$ cat src/rtl/regfile_scan_pkg.sv
// rtl/regfile_scan_pkg.sv - shared types, constants and fill pattern for the register file scanner
package regfile_scan_pkg;

  localparam int NUM_REGS_DEF = 32;
  localparam int ADDR_W_DEF   = 5;
  localparam int DATA_W_DEF   = 32;

  typedef enum logic [2:0] {
    S_IDLE,
    S_FILL,
    S_RD_ADDR,
    S_RD_CAP,
    S_EMIT,
    S_DONE
  } state_e;

  // Index byte replicated across the word so a stuck or swapped byte lane is visible.
  function automatic logic [31:0] pattern(input logic [7:0] idx, input logic invert);
    logic [31:0] p;
    p = {4{idx}};
    return invert ? ~p : p;
  endfunction

endpackage

$ cat src/rtl/regfile_scan.sv
// rtl/regfile_scan.sv - register file fill / dual-port read-back / dump sequencer
module regfile_scan
  import regfile_scan_pkg::*;
#(
  parameter int NUM_REGS = NUM_REGS_DEF,
  parameter int ADDR_W   = ADDR_W_DEF,
  parameter int DATA_W   = DATA_W_DEF
) (
  input  logic              clock,
  input  logic              ctrl_reset,
  input  logic              start,
  input  logic              fill_en,
  input  logic              pattern_invert,
  output logic              ctrl_writeEn,
  output logic [ADDR_W-1:0] ctrl_writeReg,
  output logic [DATA_W-1:0] data_writeReg,
  output logic [ADDR_W-1:0] ctrl_readRegA,
  output logic [ADDR_W-1:0] ctrl_readRegB,
  input  logic [DATA_W-1:0] data_readRegA,
  input  logic [DATA_W-1:0] data_readRegB,
  output logic              out_valid,
  input  logic              out_ready,
  output logic [ADDR_W-1:0] out_index,
  output logic [DATA_W-1:0] out_data,
  output logic              out_mismatch,
  output logic              busy,
  output logic              done,
  output logic [ADDR_W:0]   mismatch_count
);

  localparam logic [ADDR_W-1:0] LAST_IDX = ADDR_W'(NUM_REGS - 1);

  state_e              state_q, state_d;
  logic [ADDR_W-1:0]   idx_q, idx_d;
  logic                inv_q, inv_d;
  logic                write_en_q, write_en_d;
  logic [ADDR_W-1:0]   write_reg_q, write_reg_d;
  logic [DATA_W-1:0]   write_data_q, write_data_d;
  logic [ADDR_W-1:0]   read_reg_q, read_reg_d;
  logic                out_valid_q, out_valid_d;
  logic [ADDR_W-1:0]   out_index_q, out_index_d;
  logic [DATA_W-1:0]   out_data_q, out_data_d;
  logic                out_mismatch_q, out_mismatch_d;
  logic                busy_q, busy_d;
  logic                done_q, done_d;
  logic [ADDR_W:0]     mis_cnt_q, mis_cnt_d;

  always_comb begin
    state_d        = state_q;
    idx_d          = idx_q;
    inv_d          = inv_q;
    out_index_d    = out_index_q;
    out_data_d     = out_data_q;
    out_mismatch_d = out_mismatch_q;
    mis_cnt_d      = mis_cnt_q;

    case (state_q)
      S_IDLE: begin
        if (start) begin
          inv_d     = pattern_invert;
          idx_d     = '0;
          mis_cnt_d = '0;
          state_d   = fill_en ? S_FILL : S_RD_ADDR;
        end
      end
      S_FILL: begin
        if (idx_q == LAST_IDX) begin
          idx_d   = '0;
          state_d = S_RD_ADDR;
        end else begin
          idx_d = idx_q + ADDR_W'(1);
        end
      end
      S_RD_ADDR: state_d = S_RD_CAP;
      S_RD_CAP: begin
        out_index_d    = idx_q;
        out_data_d     = data_readRegA;
        out_mismatch_d = (data_readRegA != data_readRegB);
        if (data_readRegA != data_readRegB) begin
          mis_cnt_d = mis_cnt_q + (ADDR_W + 1)'(1);
        end
        state_d = S_EMIT;
      end
      S_EMIT: begin
        if (out_ready) begin
          if (idx_q == LAST_IDX) begin
            state_d = S_DONE;
          end else begin
            idx_d   = idx_q + ADDR_W'(1);
            state_d = S_RD_ADDR;
          end
        end
      end
      S_DONE:  state_d = S_IDLE;
      default: state_d = S_IDLE;
    endcase

    // Outputs are decoded from the next state so they line up with the state they belong to.
    write_en_d   = (state_d == S_FILL);
    write_reg_d  = (state_d == S_FILL) ? idx_d : '0;
    write_data_d = (state_d == S_FILL) ? DATA_W'(pattern(8'(idx_d), inv_d)) : '0;
    read_reg_d   = (state_d == S_RD_ADDR) ? idx_d : read_reg_q;
    out_valid_d  = (state_d == S_EMIT);
    busy_d       = (state_d != S_IDLE);
    done_d       = (state_d == S_DONE);
  end

  always_ff @(posedge clock or negedge ctrl_reset) begin
    if (!ctrl_reset) begin
      state_q        <= S_IDLE;
      idx_q          <= '0;
      inv_q          <= 1'b0;
      write_en_q     <= 1'b0;
      write_reg_q    <= '0;
      write_data_q   <= '0;
      read_reg_q     <= '0;
      out_valid_q    <= 1'b0;
      out_index_q    <= '0;
      out_data_q     <= '0;
      out_mismatch_q <= 1'b0;
      busy_q         <= 1'b0;
      done_q         <= 1'b0;
      mis_cnt_q      <= '0;
    end else begin
      state_q        <= state_d;
      idx_q          <= idx_d;
      inv_q          <= inv_d;
      write_en_q     <= write_en_d;
      write_reg_q    <= write_reg_d;
      write_data_q   <= write_data_d;
      read_reg_q     <= read_reg_d;
      out_valid_q    <= out_valid_d;
      out_index_q    <= out_index_d;
      out_data_q     <= out_data_d;
      out_mismatch_q <= out_mismatch_d;
      busy_q         <= busy_d;
      done_q         <= done_d;
      mis_cnt_q      <= mis_cnt_d;
    end
  end

  assign ctrl_writeEn   = write_en_q;
  assign ctrl_writeReg  = write_reg_q;
  assign data_writeReg  = write_data_q;
  assign ctrl_readRegA  = read_reg_q;
  assign ctrl_readRegB  = read_reg_q;
  assign out_valid      = out_valid_q;
  assign out_index      = out_index_q;
  assign out_data       = out_data_q;
  assign out_mismatch   = out_mismatch_q;
  assign busy           = busy_q;
  assign done           = done_q;
  assign mismatch_count = mis_cnt_q;

endmodule

$ cat config.mk
export PLATFORM = sky130hd
export DESIGN_NAME = regfile_scan
export DESIGN_NICKNAME = d
export VERILOG_FILES = /design/src/rtl/regfile_scan_pkg.sv /design/src/rtl/regfile_scan.sv
export SDC_FILE = /design/constraint.sdc
export NUM_CORES = 1
export LEC_CHECK = 0
export BUFFER_PORTS_ARGS = -buffer_cell sky130_fd_sc_hd__buf_2
export CAP_MARGIN = 20
export CORE_MARGIN = 3
export CORE_UTILIZATION = 45
export CTS_CLUSTER_DIAMETER = 50
export DETAILED_ROUTE_END_ITERATION = 10
export PLACE_DENSITY_LB_ADDON = 0.08
export SLEW_MARGIN = 20
export SYNTH_ARGS = -nofsm -noshare
export SYNTH_HDL_FRONTEND = slang
export SYNTH_SLANG_ARGS = --single-unit
$ cat constraint.sdc
create_clock -name clock -period 5.3 [get_ports clock]
set_clock_uncertainty 0.2 [all_clocks]
set_input_delay 1.06 -clock clock [delete_from_list [all_inputs] [get_ports clock]]
set_output_delay 1.06 -clock clock [all_outputs]
set_load 0.05 [all_outputs]
==> results.json <==
{
  "status": "completed",
  "drv_cap": 0,
  "layout_commonest_cell": "buf_2",
  "yosys_warnings": 0,
  "coreArea_um2": 7850,
  "track_usage_pct": 17.3,
  "io_buffers": 164,
  "nNetsFinal": 519,
  "synth-simple-area-share_pct": 10.5,
  "synth_fp_nets": 384,
  "dr.first_iter.drc_count": 69,
  "synth_cell_type_count": 50,
  "min_period_ps": 2720,
  "slowest_stage": "or4b_1",
  "worst_slew_pin_slew_ps": 998,
  "grtUsageMet2_pct": 30.2,
  "worst_setup_path_end_kind": "register",
  "path_cells": "buf_2, or4b_1, nor2_8, a311oi_4, nor3_4, mux2_2",
  "relSlewSlack_pct": 33.2,
  "drc": 0,
  "fillers": 686,
  "die_h_um": 96.4,
  "totalWireLength_um": 8430,
  "multiInputGateArea_um2": 1520,
  "critical_path_class": "in -> reg",
  "hold_path.class": "reg -> reg",
  "syn_inst": 308,
  "die_x_um": 96.4,
  "synth_top_family_by_area": "multiplexers",
  "synth-compound-area-share_pct": 6.36,
  "synth-xor-area-share_pct": 8.33,
  "clkTransAtPathRegs_ps": 80,
  "final_cell_mix": "buf_2 (163), dfrtp_1 (73), mux2_2 (39)",
  "yosys-mux-area-fraction_pct": 14.0,
  "numCtsBuffers": 9,
  "maxSlewViolCount": 0,
  "grt_overflow": 0,
  "power_mw": 3.32,
  "globalplace.congestion": 0.794,
  "synthAdderAreaFrac_pct": 2.04,
  "hpwl_um": 6360,
  "post_cts_buffers": 0,
  "cp_num_buf_inv": 1,
  "layout_worst_path_cycle_share_pct": 51.3,
  "arrival_ps": 2750,
  "boundaryPins": 165,
  "critPathRequiredTime_ps": 5330,
  "root_buffer": "clkbuf_8",
  "diodes": 0,
  "power_density_nw_per_um2": 725,
  "grt_antenna_before_repair": 0,
  "vias": 2695,
  "ir_drop_v": 0.000367,
  "vias_per_cell": 4.90,
  "ctsResizeCount": 0,
  "ys_ff_latch": 73,
  "async_reset_ff_share_pct": 100,
  "firstDrtPassIters": 4,
  "cts_hold_buffers": 0,
  "insertion_delay_ps": 340,
  "syn_area_per_cell_um2": 11.9,
  "ant_nets": 0,
  "top_usage_layer": "met2",
  "clockBufferDepth": 2,
  "fmax_mhz": 368,
  "crit_fanout": 9,
  "wire_per_inst_um": 15.3,
  "htree_levels": 3,
  "finalHoldViolCount": 0,
  "tritoncts": "yes",
  "grt_setup_unrepaired": "no",
  "cpLargestDelayFamily": "simple AND/OR/NAND/NOR gates",
  "met1_usage_pct": 20.6,
  "grt_pass1_wl_um": 12200,
  "start_util_pct": 46.9,
  "worst_path_largest_cell_delay_ps": 660,
  "setup_tns_ps": 0,
  "synth_edf_count": 0,
  "postLayoutCoreUtil_pct": 58.4,
  "synth_area_um2": 3680,
  "clock_sinks": 73,
  "grtUsageMet3_pct": 4.11,
  "areaGrowthSynthToFinish_pct": 24.5,
  "placementRows": 32,
  "first_global_vias": 2537,
  "grt_max_degree": 74,
  "regArea_um2": 1830,
  "final_layout_size_suffix_gt1_share_pct": 51.6,
  "setup_violations": 0,
  "die_area_um2": 9290,
  "seq_area_frac_synth_pct": 49.7,
  "synth_ff_type": "dfrtp_1",
  "critPathLaunchType": "primary input",
  "p_leak_nw": 2.42
}
-- state kept, by name, indices dropped and copies added (netlist names) --
register and flops:
data_writeReg 6, busy 1, out_mismatch 1, ctrl_readRegA 5, out_data 32, ctrl_writeReg 5, out_valid 1, done 1
ctrl_writeEn 1, mismatch_count 6, state_q 3, inv_q 1, out_index 5, idx_q 5
-- stage by stage --
| step | worst slack, ps | hold WS, ps | area (µm²) | std cells |
|---|---|---|---|---|
| floorplan | 2570 | 323 | 3680 | 308 |
| global placement | 2250 | 260 | 4340 | 534 |
| detailed placement | 2200 | 271 | 4340 | 534 |
| CTS | 2580 | 289 | 4580 | 550 |
| global route | 2480 | 292 | 4580 | 550 |
| finish | 2580 | 282 | 4580 | 550 |
-- cell type report --
class | instances | area share (%)
Sequential cell | 73 | 39.9
Timing Repair Buffer | 164 | 18.0
Tap cell | 102 | 2.79
Clock buffer | 10 | 2.79
Inverter | 11 | 0.902
Clock inverter | 6 | 2.51
Multi-Input combinational cell | 184 | 33.1
-- worst paths after layout --
| kind | startpoint | endpoint | slack, ps | cells past startpoint |
|---|---|---|---|---|
| min reg2reg | out_index[4] | out_index[4] | 280 | 2 |
| min in group asynchronous | ctrl_reset | out_data[1] | 640 | 1 |
| max | start | ctrl_readRegA[1] | 2580 | 6 |
| max in group asynchronous | ctrl_reset | ctrl_readRegA[0] | 3670 | 1 |
| max reg2reg | idx_q[1] | data_writeReg[24] | 2680 | 10 |
| min | out_index[4] | out_index[4] | 280 | 2 |
-- kinds of logic (layout without fill, tap and decap cells) --
kind of cell | after synthesis | count (layout)
AOI/OAI and AO/OA | 34 | 34
xor gates and xnor gates | 35 | 35
adders and majority gates | 6 | 6
buffers and inverters | 51 | 191
DFF | 73 | 73
muxes | 46 | 46
and+or+nand+nor | 63 | 63
-- synth_stat cells, types with 2 or more instances --
cell        n  area [µm²]
nor4bb_1    2        20.0
o2111ai_1   2        17.5
mux2_2     39         439
xor2_1     32         280
clkbuf_1    2        7.51
o22ai_1     3        18.8
xnor2_1     3        26.3
dfrtp_1    73        1830
a21oi_1    13        65.1
buf_2       3        15.0
buf_4      33         248
nand3b_1    3        22.5
ha_1        6        75.1
nand2b_1    2        12.5
o21ai_0     6        30.0
o21bai_1    2        15.0
nand2_1    16        60.1
mux2i_1     6        60.1
and2_1      2        12.5
nor2_1     10        37.5
nor4_1      8        50.1
nand4_1     2        12.5
inv_1      11        41.3
nand3_1     3        15.0
-- power breakdown --
group          total, mW  switching [mW]  internal, mW  leakage [nW]
clock network      0.528           0.213         0.315         0.117
registers          0.920           0.141         0.780         0.917
logic               1.87            1.38         0.495          1.39
total               3.32            1.73          1.59          2.42
-- worst register-to-register path, stage by stage, from the launching register on --
cell	delay, ps
dfrtp_1	400
ha_1	210
and3_1	240
ha_1	260
inv_1	80
ha_1	270
nor4bb_1	250
a21oi_1	60
o22ai_1	330
xnor2_1	170
nor2_1	50
-- layer usage --
layer,vias to the layer above,part of all wire [%]
li1,1296,-
met1,1292,41
met2,96,50
met3,11,8.4
met4,0,1.5
met5,-,0
(Power assumes the default switching activity.)
